--- src/rtl/regfile_wb_sched_pkg.sv ---
// rtl/regfile_wb_sched_pkg.sv - shared constants and state encoding for the write-back scheduler
package regfile_wb_sched_pkg;
  localparam int DATA_W = 64;
  localparam logic [3:0] REG_NONE = 4'hf;

  typedef enum logic [1:0] {
    WB_IDLE = 2'd0,
    WB_WR1  = 2'd1,
    WB_WR2  = 2'd2
  } wb_state_e;
endpackage

--- src/rtl/regfile_wb_sched_wb_fwd_mux.sv ---
// rtl/regfile_wb_sched_wb_fwd_mux.sv - operand select: pending M data, then current write, then raw read
// Forwarding is built only when WB_FWD_EN is defined; otherwise raw read data passes through.
module wb_fwd_mux
  import regfile_wb_sched_pkg::*;
(
  input  logic [3:0]        src,
  input  logic [DATA_W-1:0] rd,
  input  logic              pend_en,
  input  logic [3:0]        pend_addr,
  input  logic [DATA_W-1:0] pend_data,
  input  logic              wr_en,
  input  logic [3:0]        wr_addr,
  input  logic [DATA_W-1:0] wr_data,
  output logic [DATA_W-1:0] val
);

`ifdef WB_FWD_EN
  always_comb begin
    val = '0;
    if (src != REG_NONE) begin
      // The pending M write lands after the current one, so it is the youngest value.
      if (pend_en && (pend_addr == src)) val = pend_data;
      else if (wr_en && (wr_addr == src)) val = wr_data;
      else val = rd;
    end
  end
`else
  logic unused_fwd;
  assign unused_fwd = ^{pend_en, pend_addr, pend_data, wr_en, wr_addr, wr_data};

  always_comb begin
    val = '0;
    if (src != REG_NONE) val = rd;
  end
`endif

endmodule

--- src/rtl/regfile_wb_sched.sv ---
// rtl/regfile_wb_sched.sv - serialises E/M write-backs onto one register-file write port
// Optional operand forwarding is enabled with macro WB_FWD_EN.
module regfile_wb_sched
  import regfile_wb_sched_pkg::*;
(
  input  logic              clk_i,
  input  logic              rst_n_i,
  input  logic              wb_valid_i,
  output logic              wb_ready_o,
  input  logic [3:0]        dste_i,
  input  logic [3:0]        dstm_i,
  input  logic [DATA_W-1:0] vale_i,
  input  logic [DATA_W-1:0] valm_i,
  output logic              wr_en_o,
  output logic [3:0]        wr_addr_o,
  output logic [DATA_W-1:0] wr_data_o,
  input  logic [3:0]        srca_i,
  input  logic [3:0]        srcb_i,
  input  logic [DATA_W-1:0] rda_i,
  input  logic [DATA_W-1:0] rdb_i,
  output logic [DATA_W-1:0] vala_o,
  output logic [DATA_W-1:0] valb_o
);

  wb_state_e         state_q, state_d;
  logic [3:0]        wr_addr_q, wr_addr_d;
  logic [DATA_W-1:0] wr_data_q, wr_data_d;
  logic              pend_q, pend_d;
  logic [3:0]        pend_addr_q, pend_addr_d;
  logic [DATA_W-1:0] pend_data_q, pend_data_d;
  logic              accept, has_e, has_m;

  assign wb_ready_o = !((state_q == WB_WR1) && pend_q);
  assign accept     = wb_valid_i && wb_ready_o && rst_n_i;
  assign has_e      = (dste_i != REG_NONE);
  assign has_m      = (dstm_i != REG_NONE);

  assign wr_en_o   = (state_q != WB_IDLE);
  assign wr_addr_o = wr_addr_q;
  assign wr_data_o = wr_data_q;

  always_comb begin
    state_d     = WB_IDLE;
    wr_addr_d   = REG_NONE;
    wr_data_d   = '0;
    pend_d      = 1'b0;
    pend_addr_d = REG_NONE;
    pend_data_d = '0;
    if (accept && (has_e || has_m)) begin
      state_d = WB_WR1;
      if (has_e) begin
        wr_addr_d = dste_i;
        wr_data_d = vale_i;
        // Same-register E/M pairs still issue both; M goes last so it wins.
        if (has_m) begin
          pend_d      = 1'b1;
          pend_addr_d = dstm_i;
          pend_data_d = valm_i;
        end
      end else begin
        wr_addr_d = dstm_i;
        wr_data_d = valm_i;
      end
    end else if ((state_q == WB_WR1) && pend_q) begin
      state_d   = WB_WR2;
      wr_addr_d = pend_addr_q;
      wr_data_d = pend_data_q;
    end
  end

  always_ff @(posedge clk_i) begin
    if (!rst_n_i) begin
      state_q     <= WB_IDLE;
      wr_addr_q   <= REG_NONE;
      wr_data_q   <= '0;
      pend_q      <= 1'b0;
      pend_addr_q <= REG_NONE;
      pend_data_q <= '0;
    end else begin
      state_q     <= state_d;
      wr_addr_q   <= wr_addr_d;
      wr_data_q   <= wr_data_d;
      pend_q      <= pend_d;
      pend_addr_q <= pend_addr_d;
      pend_data_q <= pend_data_d;
    end
  end

  wb_fwd_mux u_fwd_a (
    .src       (srca_i),
    .rd        (rda_i),
    .pend_en   (pend_q),
    .pend_addr (pend_addr_q),
    .pend_data (pend_data_q),
    .wr_en     (wr_en_o),
    .wr_addr   (wr_addr_q),
    .wr_data   (wr_data_q),
    .val       (vala_o)
  );

  wb_fwd_mux u_fwd_b (
    .src       (srcb_i),
    .rd        (rdb_i),
    .pend_en   (pend_q),
    .pend_addr (pend_addr_q),
    .pend_data (pend_data_q),
    .wr_en     (wr_en_o),
    .wr_addr   (wr_addr_q),
    .wr_data   (wr_data_q),
    .val       (valb_o)
  );

endmodule

--- config.mk ---
export PLATFORM = sky130hd
export DESIGN_NAME = regfile_wb_sched
export DESIGN_NICKNAME = d
export VERILOG_FILES = /design/src/rtl/regfile_wb_sched_pkg.sv /design/src/rtl/regfile_wb_sched_wb_fwd_mux.sv /design/src/rtl/regfile_wb_sched.sv
export SDC_FILE = /design/constraint.sdc
export NUM_CORES = 1
export LEC_CHECK = 0
export ABC_AREA = 1
export BUFFER_PORTS_ARGS = -buffer_cell sky130_fd_sc_hd__clkbuf_2
export CORE_AREA = 4 4 182 184
export CTS_CLUSTER_DIAMETER = 80
export CTS_CLUSTER_SIZE = 30
export DETAILED_ROUTE_END_ITERATION = 6
export DIE_AREA = 0 0 186 188
export SETUP_SLACK_MARGIN = 0.3
export SYNTH_ARGS = -nofsm -noshare
export SYNTH_HDL_FRONTEND = slang
export SYNTH_HIERARCHICAL = 1
export SYNTH_SLANG_ARGS = --single-unit
export TNS_END_PERCENT = 30
--- constraint.sdc ---
create_clock -name clk_i -period 1.25 [get_ports clk_i]
set_clock_uncertainty 0.05 [all_clocks]
set_input_delay 0.0625 -clock clk_i [delete_from_list [all_inputs] [get_ports clk_i]]
set_output_delay 0.0625 -clock clk_i [all_outputs]
set_load 0.02 [all_outputs]
After elaboration in Yosys (flattened, before gate mapping)
Cells that the tools add are included.
W data, S select, Z words.
- add/sub/neg operators: 0
- multiply operators: 0
- divide/modulo/power cells: 0
- magnitude comparators: 0
- eq/ne operators: 5
- shifts and indexed selects: 0
- muxes and demuxes: 11
- bitwise logic cells: 1
- reduce and logical (&&, ||, !) cells: 10
- operators with widths (operator ; count):
    $mux W64 ; 5
    $ne A4 B4 Y1 const B ; 4
    $mux W4 ; 3
    $logic_and A1 B1 Y1 ; 4
    $reduce_and A4 Y1 ; 1
    $reduce_and A3 Y1 ; 1
    $eq A2 B1 Y1 const B ; 1
    $mux W1 ; 2
    $mux W2 ; 1
    $reduce_bool A2 Y1 ; 1
    $reduce_or A2 Y1 ; 1
    $logic_not A1 Y1 ; 1
    $logic_or A1 B1 Y1 ; 1
    $not A1 Y1 ; 1
- register bits after elaboration: 139
- bits in latches: 0
- memory bits (writable): 0
- ROM bits: 0
- input port bits: 275
- output and inout port bits: 198
- memories: 0

Depth between registers and ports, before layout
- depth in word-level cells: 7
- depth in mapped cells: 9
- mapped depth without buffers: 7

Hierarchy
The synthesis kept the hierarchy.
- modules (own cells, without submodules) (module ; instances ; cells an instance ; area each (um^2) ; sequential area each (um^2)):
    regfile_wb_sched ; 1 ; 743 ; 5222.5 ; 2782.7
    wb_fwd_mux ; 2 ; 137 ; 578.1 ; 0.0

Worst setup path before layout
OpenSTA, ideal clock, no wires.
- path kind: register to register
- start: register state_q[0]
- end: register pend_addr_q[0]
- setup time: 0.123 ns
- arrival time: 1.022 ns
- setup slack: 0.055 ns
- cell stages (with the launch flop): 7
- path buffers: 1
- cells stage by stage: dfxtp_1 nand2_1 nor2_1 nor2_2 nand2_1 buf_4 or2_2
- longest elaborated chain between the ends: 7
- ends and longest elaborated chain (what ; line ; text):
    from (decl) ; regfile_wb_sched.sv:25 ; wb_state_e state_q, state_d;
    from (signal assigned) ; regfile_wb_sched.sv:80 ; state_q <= state_d;
    $eq A2 B1 Y1 ; regfile_wb_sched.sv:33 ; assign wb_ready_o = !((state_q == WB_WR1) && pend_q);
    $logic_and A1 B1 Y1 ; regfile_wb_sched.sv:33 ;
    $logic_not A1 Y1 ; regfile_wb_sched.sv:33 ;
    $logic_and A1 B1 Y1 (2 in a row) ; regfile_wb_sched.sv:34 ; assign accept = wb_valid_i && wb_ready_o && rst_n_i;
    $logic_and A1 B1 Y1 ; regfile_wb_sched.sv:49 ; if (accept && (has_e || has_m)) begin
    $reduce_and A4 Y1 (no line) ; - ;
    to (signal assigned) ; regfile_wb_sched.sv:84 ; pend_addr_q <= pend_addr_d;
    to (decl) ; regfile_wb_sched.sv:29 ; logic [3:0] pend_addr_q, pend_addr_d;
No other way between the ends.
A chain may end at the register's enable or synchronous reset.

Worst setup path after layout
- start: register state_q[0]
- end: register wr_addr_q[1] (netlist: wr_addr_o[1])
- longest elaborated chain between the ends: 7
- ends and longest elaborated chain (what ; line ; text):
    $eq A2 B1 Y1 (*) ; regfile_wb_sched.sv:33, regfile_wb_sched.sv:64 ;
    $logic_and A1 B1 Y1 (*) ; regfile_wb_sched.sv:33, regfile_wb_sched.sv:64 ;
    $logic_not A1 Y1 ; regfile_wb_sched.sv:33 ;
    $logic_and A1 B1 Y1 (2 in a row) ; regfile_wb_sched.sv:34 ;
    $logic_and A1 B1 Y1 ; regfile_wb_sched.sv:49 ;
    $mux W4 (*) ; regfile_wb_sched.sv:49 ;
    to (signal assigned) ; regfile_wb_sched.sv:81 ; wr_addr_q <= wr_addr_d;
    to (decl) ; regfile_wb_sched.sv:26 ; logic [3:0] wr_addr_q, wr_addr_d;
Every way passes the cells marked *; elsewhere a longest branch is shown, timed or not.

==> impl_metrics.ini <==
[sta]
period_share_pct = 113.5
fmax_mhz = 704.5
setup_violations = 111
fin_crit_ps = 1419
hold_viol_final = 0
max-slew-margin-rel_pct = 42.50
grt_setup_unrepaired = yes
fin_tns_setup_ps = -10920
fin_ws_ps = -169.4
maxSlewViolCount = 0
tightest_slew_ps = 859.3

[final_layout]
post-route-util_pct = 44.12
syn_to_final_growth_pct = 117.1
drive_gt1_share_pct = 45.80
fin_nets = 1943

[clock_network]
cts_buffers = 17
clock-root-buffer = clkbuf_16
clk_latency_ps = 410
cts_htree_levels = 4
clk_pin_slew_ps = 70
clockBufferDepth = 2
clock-sinks = 139
cts_tree = done

[synthesis]
yosysUniqueCellTypes = 17
ys_warn_count = 6
yosysTopAreaCell = dfxtp_1
yosys_register_bits = 139
synthTopCellsByArea = dfxtp_1, nand2_1, nor2_1
syn_area_per_cell_um2 = 6.272
syn_inst = 1017
synth_top_area_share_pct = 43.62
seq_area_frac_synth_pct = 43.62
syn-cell-area_um2 = 6379
synth.net_count = 1292

[critical_path]
crit_chain = nand2_2 > nor2_4 > nor2_4 > nand2_4 > buf_4 > buf_6 > nor2_2 > nor2_1 > buf_4
worst_path_dominant_cell_family = simple AND/OR/NAND/NOR gates
crit_path_max_incr_delay_ps = 330
worstPathArrival_ps = 1680
startpoint_type = flip-flop
worstSetupPathType = reg2reg
cp_slowest_cell = dfxtp_2
cp_max_fo = 3
required_ps = 1510
end_kind = flip-flop
path_buf_inv = 3

[floorplan]
die_x_um = 186
die-area_um2 = 34970
rows = 65
io_pins = 473
dieHeight_um = 188
initial_core_util_pct = 20.32
coreArea_um2 = 31390

[global_routing]
globalRouteMet1Util_pct = 18.86
antenna_found_initial = 5
grt_pass1_wl_mm = 48.78
grt.overflow.total = 0
grt_max_degree = 48
busiest_layer = met2
grt_util_met3_pct = 5.451
gr-usage-all-layers_pct = 18.49
grt_pass1_vias = 8367
grtUsageMet2_pct = 34.33

[status]
violations = setup timing
outcome = finished with violations

[detailed_routing]
drcViolationCount = 0
drt-initial-drc-count = 223
ant_nets = 0
first_pass_iters = 4
routed_via_density = 4.036
drt_wl_total_mm = 36.28
via_count = 8410
wl_per_cell_um = 17.41

[placed_design]
portBuffers = 472
hpwl_mm = 23.44
gp_congestion = 0.9314

[flow_run]
maxCapViolations = 0

[pwr]
p_leak_uw = 0.007822
power_density_nw_per_um2 = 932.7
peakVddDrop_mv = 0.8376
finalPower_uw = 12920

[worst_hold_path]
min_path_type = in2reg
==> worst min-delay path, delay by kind of cell <==
family	cells	cell delay, ps
buffers and inverters	1	150
AND/OR/NAND/NOR	3	220
==> flip-flops by register name, indices dropped and copies added, names as in the netlist <==
name / cells
pend_q: 1
pend_data_q: 64
state_q: 2
wr_addr_o: 4
wr_data_o: 64
pend_addr_q: 4
==> cell usage in the layout (no fill, tap or decap), drive strengths merged <==
master and count:
nand2 411, clkbuf 383, nor2 210, inv 204, buf 178, dfxtp 139, dlygate4sd3 132, clkinv 9
or2 4, diode 3, clkinvlp 3, nand3 2, o21ai 1, o21bai 1, bufinv 1, bufbuf 1
==> synth_stat cells, drive strengths merged <==
cell type	instances
buf	40
clkbuf	6
dfxtp	139
inv	204
nand2	410
nand3	2
nor2	210
o21ai	1
o21bai	1
or2	4
==> power by group <==
part / switching (uW) / internal, uW
clock network: 1970 / 2700
logic: 1820 / 1710
registers: 86.7 / 4630
==> layer usage <==
layer	routed length [um]	part of all wire (%)
met4	1918	5.3
met2	18870	52
met3	2631	7.3
met1	12820	35
met5	39	0.11
==> final cells by class <==
type | count | area [um^2]
diodes | 3 | 7.507
multi-input cells | 629 | 3378
fillers | 3016 | 17540
clock buffers | 18 | 429.2
inverters | 204 | 783.3
repair inverters | 1 | 8.758
well taps | 402 | 503.0
repair buffers | 676 | 5848
clock inverters | 12 | 103.9
flip-flops and latches | 139 | 2788
==> stage by stage <==
stage	std cells	cell area (um^2)	setup slack, ps	hold slack (ps)
5_1_grt	2083	13850	-224.8	33.36
4_1_cts	2065	12150	-93.41	8.530
2_1_floorplan	1017	6394	77.90	116.4
6_report	2084	13850	-169.4	15.87
3_5_place_dp	1872	9195	-95.86	230.9
3_3_place_gp	1872	9195	-52.82	228.1
==> cell families after synthesis <==
kind of cell | share of synthesized area [%]
buffers and inverters | 18.28
and+or+nand+nor | 37.90
DFF | 43.62
AOI/OAI and AO/OA | 0.1961
==> timing repair <==
item	in CTS	in global routing
endpoints found under the setup margin	292	322
hold endpoints to repair	132	0
cloned	14	10
gates resized for setup	146	538
hold buffers	132	0
pin swaps	24	78
buffers inserted	17	6
==> path summary, 6_finish.rpt <==
kind	from	endpoint	slack [ps]	cells after the start
worst max-delay path	state_q[0]	wr_addr_o[1]	-170	9
worst min register to register	pend_data_q[39]	wr_data_o[39]	370	2
worst max register to register	state_q[0]	wr_addr_o[1]	-170	9
worst min-delay path	rst_n_i	wr_addr_o[3]	20	4
Note: power is estimated with default switching activity, not from simulation.
